--- config.mk ---
export PLATFORM = sky130hd
export DESIGN_NAME = serial_subtractor_param_flat
export DESIGN_NICKNAME = d
export VERILOG_FILES = /design/src/rtl/serial_subtractor_param_if.sv /design/src/rtl/serial_subtractor_param.sv /design/src/flat_wrapper.sv
export SDC_FILE = /design/constraint.sdc
export NUM_CORES = 1
export LEC_CHECK = 0
export ABC_CLOCK_PERIOD_IN_PS = 4600
export CAP_MARGIN = 20
export CORE_AREA = 2 2 48 50
export CTS_BUF_LIST = sky130_fd_sc_hd__clkbuf_4 sky130_fd_sc_hd__clkbuf_8
export DETAILED_ROUTE_END_ITERATION = 16
export DIE_AREA = 0 0 50 52
export HOLD_SLACK_MARGIN = 0.05
export PLACE_DENSITY_LB_ADDON = 0.08
export SYNTH_ARGS = -nofsm -noshare
export SYNTH_HDL_FRONTEND = slang
export SYNTH_SLANG_ARGS = --single-unit
--- constraint.sdc ---
create_clock -name clk -period 4.6 [get_ports clk]
set_clock_uncertainty 0.1 [all_clocks]
set_input_delay 0.92 -clock clk [delete_from_list [all_inputs] [get_ports clk]]
set_output_delay 0.92 -clock clk [all_outputs]
set_load 0.02 [all_outputs]
--- src/rtl/serial_subtractor_param_if.sv ---
// rtl/serial_subtractor_param_if.sv - operand/result bundle for the bit-serial subtractor
interface serial_subtractor_param_if #(
    parameter int N = 4
);
    logic         start;
    logic [N-1:0] A;
    logic [N-1:0] B;
    logic         B_in;
    logic         busy;
    logic         done;
    logic [N-1:0] D;
    logic         B_out;
    logic         V;

    modport master (
        output start, A, B, B_in,
        input  busy, done, D, B_out, V
    );

    modport slave (
        input  start, A, B, B_in,
        output busy, done, D, B_out, V
    );
endinterface

--- src/rtl/serial_subtractor_param.sv ---
// rtl/serial_subtractor_param.sv - bit-serial A - B - B_in, one bit per cycle, LSB first
module serial_subtractor_param #(
    parameter int N = 4
) (
    input  logic                    clk,
    input  logic                    rst,
    serial_subtractor_param_if.slave bus
);
    localparam int CW = $clog2(N + 1);

    typedef enum logic [1:0] {
        IDLE = 2'd0,
        RUN  = 2'd1,
        DONE = 2'd2
    } state_t;

    state_t        state;
    logic [N-1:0]  a_reg;
    logic [N-1:0]  b_reg;
    logic [N-1:0]  res;
    logic          br;
    logic [CW-1:0] cnt;

    logic          a_bit;
    logic          b_bit;
    logic          d_bit;
    logic          br_next;
    logic          last;
    logic [N-1:0]  bit_mask;

    // Operands stay latched; the current bit is picked out by the counter.
    assign bit_mask = N'(1) << cnt;
    assign a_bit    = |(a_reg & bit_mask);
    assign b_bit    = |(b_reg & bit_mask);
    assign d_bit    = a_bit ^ b_bit ^ br;
    assign br_next  = (~a_bit & b_bit) | (~(a_bit ^ b_bit) & br);
    assign last     = (cnt == CW'(N - 1));

    always_ff @(posedge clk or posedge rst) begin
        if (rst) begin
            state     <= IDLE;
            a_reg     <= '0;
            b_reg     <= '0;
            res       <= '0;
            br        <= 1'b0;
            cnt       <= '0;
            bus.busy  <= 1'b0;
            bus.done  <= 1'b0;
            bus.D     <= '0;
            bus.B_out <= 1'b0;
            bus.V     <= 1'b0;
        end else begin
            case (state)
                IDLE: begin
                    if (bus.start) begin
                        a_reg    <= bus.A;
                        b_reg    <= bus.B;
                        br       <= bus.B_in;
                        cnt      <= '0;
                        bus.busy <= 1'b1;
                        state    <= RUN;
                    end
                end
                RUN: begin
                    res <= {d_bit, res[N-1:1]};
                    br  <= br_next;
                    cnt <= cnt + CW'(1);
                    if (last) begin
                        // Signed overflow: borrow into the MSB differs from borrow out of it.
                        bus.D     <= {d_bit, res[N-1:1]};
                        bus.B_out <= br_next;
                        bus.V     <= br ^ br_next;
                        bus.busy  <= 1'b0;
                        bus.done  <= 1'b1;
                        state     <= DONE;
                    end
                end
                DONE: begin
                    bus.done <= 1'b0;
                    state    <= IDLE;
                end
                default: begin
                    bus.busy <= 1'b0;
                    bus.done <= 1'b0;
                    state    <= IDLE;
                end
            endcase
        end
    end
endmodule

--- src/flat_wrapper.sv ---
// flat-port wrapper written by rule: the top's interface ports become plain ports
module serial_subtractor_param_flat 
#(
    parameter int N = 4
)
  (clk, rst, bus_start, bus_A, bus_B, bus_B_in, bus_busy, bus_done, bus_D, bus_B_out, bus_V);
  serial_subtractor_param_if #(.N(N)) bus_i ();
  input  logic clk;
  input  logic rst;
  input wire logic [$bits(bus_i.start)-1:0] bus_start;
  input wire logic [$bits(bus_i.A)-1:0] bus_A;
  input wire logic [$bits(bus_i.B)-1:0] bus_B;
  input wire logic [$bits(bus_i.B_in)-1:0] bus_B_in;
  output wire logic [$bits(bus_i.busy)-1:0] bus_busy;
  output wire logic [$bits(bus_i.done)-1:0] bus_done;
  output wire logic [$bits(bus_i.D)-1:0] bus_D;
  output wire logic [$bits(bus_i.B_out)-1:0] bus_B_out;
  output wire logic [$bits(bus_i.V)-1:0] bus_V;
  assign bus_i.start = bus_start;
  assign bus_i.A = bus_A;
  assign bus_i.B = bus_B;
  assign bus_i.B_in = bus_B_in;
  assign bus_busy = bus_i.busy;
  assign bus_done = bus_i.done;
  assign bus_D = bus_i.D;
  assign bus_B_out = bus_i.B_out;
  assign bus_V = bus_i.V;
  serial_subtractor_param #(.N(N)) u_core (.clk(clk), .rst(rst), .bus(bus_i));
endmodule
==> results.py <==
metrics = {
    "run_status": {
        "status": "finished, final reports clean",
    },
    "detailed_routing": {
        "routed_via_density": 5.15,
        "num_vias": 716,
        "firstDrtPassIters": 4,
        "route.detailed.drc": 0,
        "drt_iter0_drc": 12,
        "drtAntennaViolNets": 0,
        "routedWlPerCell_um": 12.4,
        "routed_wl_um": 1720,
    },
    "placed_design": {
        "place_congestion": 0.707,
        "port_buffers": 19,
        "dpl.hpwl_um": 1320,
        "dp_cells": 135,
    },
    "synthesis": {
        "async_flop_share_pct": 100,
        "syn_nets": 108,
        "syn_area_per_cell_um2": 12.6,
        "seq_area_frac_synth_pct": 55.1,
        "synth.area.top_cells": "dfrtp_1 55%, mux2_2 12%, ha_1 5.5%",
        "synth_flop_cell": "dfrtp_1",
        "synth_warnings": 0,
        "synth-edff-count": 0,
        "synthesis.area_um2": 1140,
        "synth_top_area_cell": "dfrtp_1",
        "ys_types": 23,
        "ys_seq_elements": 25,
        "synthCells": 90,
        "yosysTopAreaCellShare_pct": 55.1,
    },
    "final_layout": {
        "nFillCells": 167,
        "final_cells": 139,
        "nets": 130,
        "n_antenna_cell": 0,
        "fin_util_pct": 64.9,
        "areaGrowthSynthToFinish_pct": 20.3,
        "layout-drive-gt1-share_pct": 17.1,
    },
    "timing": {
        "fin_crit_ps": 2310,
        "rsz0062_at_grt": "no",
        "fin_setup_tns_ps": 0,
        "max_freq_mhz": 433,
        "timing.final.crit_share_pct": 50.2,
        "setup_violations": 0,
        "finalHoldViolations": 0,
        "holdWs_ps": 390,
        "slew_viol_final": 0,
        "slew_headroom_pct": 38.3,
        "tightest_slew_ps": 925,
    },
    "setup_path": {
        "r2r-end": "u_core.br$_DFFE_PP0P_",
        "worstPathRequired_ps": 4710,
        "path_max_fanout": 5,
        "r2r_cells": 6,
        "crit_start": "u_core.cnt[0]$_DFFE_PP0P_",
        "endpoint_kind": "register",
        "r2r_slack_ps": 2290,
        "path_class": "reg -> reg",
        "r2r_start": "u_core.cnt[0]$_DFFE_PP0P_",
        "worstPathArrival_ps": 2420,
        "setup.worst_path.start_class": "register",
    },
    "run": {
        "cap_violations": 0,
    },
    "die": {
        "initial_core_util_pct": 54.0,
        "chipHeight_um": 52,
        "rows": 17,
        "core_um2": 2110,
        "dieArea_um2": 2600,
        "num_io_pins": 20,
        "die-width_um": 50,
    },
    "clock_tree": {
        "clkLatencyLatePin_ps": 320,
        "clockRootBuffer": "clkbuf_4",
        "cts.clk_slew.worst_paths_ps": 130,
        "cts.hold.buffers_added": 0,
        "cts_buffers": 3,
        "cts_tree": "built",
        "cts_setup_buffers": 0,
        "cts_resized": 0,
        "cts_sinks": 25,
        "htree_levels": 1,
        "cts_buffer_depth": 2,
    },
    "global_route": {
        "grt_max_degree": 26,
        "overflow": 0,
        "grt_pass1_vias": 752,
        "grt_pass1_wl_um": 3070,
        "grt_usage_pct": 16.3,
        "antenna_found_initial": 0,
    },
    "power_and_ir_drop": {
        "pwr_density_cell_nw_per_um2": 681,
        "ir_drop_v": 0.000396,
        "p_leak_nw": 0.634,
        "power_mw": 0.930,
    },
    "hold_path": {
        "worst_hold_path_type": "reg -> reg",
        "hold_path_depth": 2,
        "hold_end": "u_core.res[1]$_DFFE_PP0P_",
        "hp-start": "u_core.res[1]$_DFFE_PP0P_",
    },
}
-- critical path, cell delays in order (launching register included) --
cell and delay, ps:
dfrtp_1 440, inv_1 80, ha_1 220, a222oi_1 370, o21ai_0 170, fa_1 480
a221o_1 340
-- how the worst max path moves through the flow --
stage / endpoint / slack [ps] / cells past startpoint
4_1_cts: u_core.br$_DFFE_PP0P_ / 2250 / 6
3_3_place_gp: u_core.b_reg[2]$_DFFE_PP0P_ / 2320 / 4
3_5_place_dp: u_core.br$_DFFE_PP0P_ / 2280 / 6
6_report: u_core.br$_DFFE_PP0P_ / 2290 / 6
2_1_floorplan: u_core.br$_DFFE_PP0P_ / 2530 / 6
5_1_grt: u_core.br$_DFFE_PP0P_ / 2180 / 6
-- metal layers --
layer / up-vias / wire [µm] / track usage [%]
li1: 351 / - / -
met3: 4 / 56 / 2.59
met5: - / 0 / 0
met1: 347 / 746 / 17.1
met4: 0 / 35 / 9.72
met2: 14 / 882 / 30.5
-- logic make-up after synthesis --
group           after synthesis  share of synthesized area, %
flops                        25                          55.1
simple gates                 21                          11.5
compound gates               16                          9.25
mux                          12                          11.9
buf+inv                       9                          4.30
fa+ha+maj                     6                          7.27
xor+xnor                      1                         0.771
-- cell usage after synthesis (2+ instances only) --
| cell | count |
|---|---|
| a222oi_1 | 2 |
| o21ai_0 | 7 |
| nand2b_1 | 2 |
| dfrtp_1 | 25 |
| a21oi_1 | 2 |
| mux2_2 | 12 |
| nand2_1 | 13 |
| ha_1 | 5 |
| buf_6 | 2 |
| inv_1 | 7 |
-- layout by cell type (no fill, tap or decap), types with 2 or more instances in the layout --
master and n:
nand2b_1 2, mux2_2 12, inv_1 7, dfrtp_1 25, a222oi_1 2, clkdlybuf4s50_1 19, ha_1 5, a21oi_1 2
o21ai_0 7, nand2_1 13, clkbuf_4 3
-- power by group --
part           internal (mW)  switching [mW]  total [mW]
Combinational          0.229           0.201       0.430
Clock                 0.0326          0.0634      0.0960
Sequential             0.327          0.0775       0.404
Total                  0.588           0.342       0.930
-- cell type report --
class,count,area [µm²],area share [%]
Clock buffer,3,22.5,1.65
Tap cell,28,35.0,2.56
Sequential cell,25,626,45.8
Timing Repair Buffer,19,190,13.9
Inverter,7,26.3,1.92
Clock inverter,1,5.00,0.366
Multi-Input combinational cell,56,462,33.8
-- through the flow --
| stage | instance area, µm² | setup WS [ps] |
|---|---|---|
| 5_1_grt | 1370 | 2180 |
| 3_3_place_gp | 1340 | 2320 |
| 6_report | 1370 | 2290 |
| 3_5_place_dp | 1340 | 2280 |
| 2_1_floorplan | 1140 | 2530 |
| 4_1_cts | 1370 | 2250 |
(Power assumes the default switching activity.)
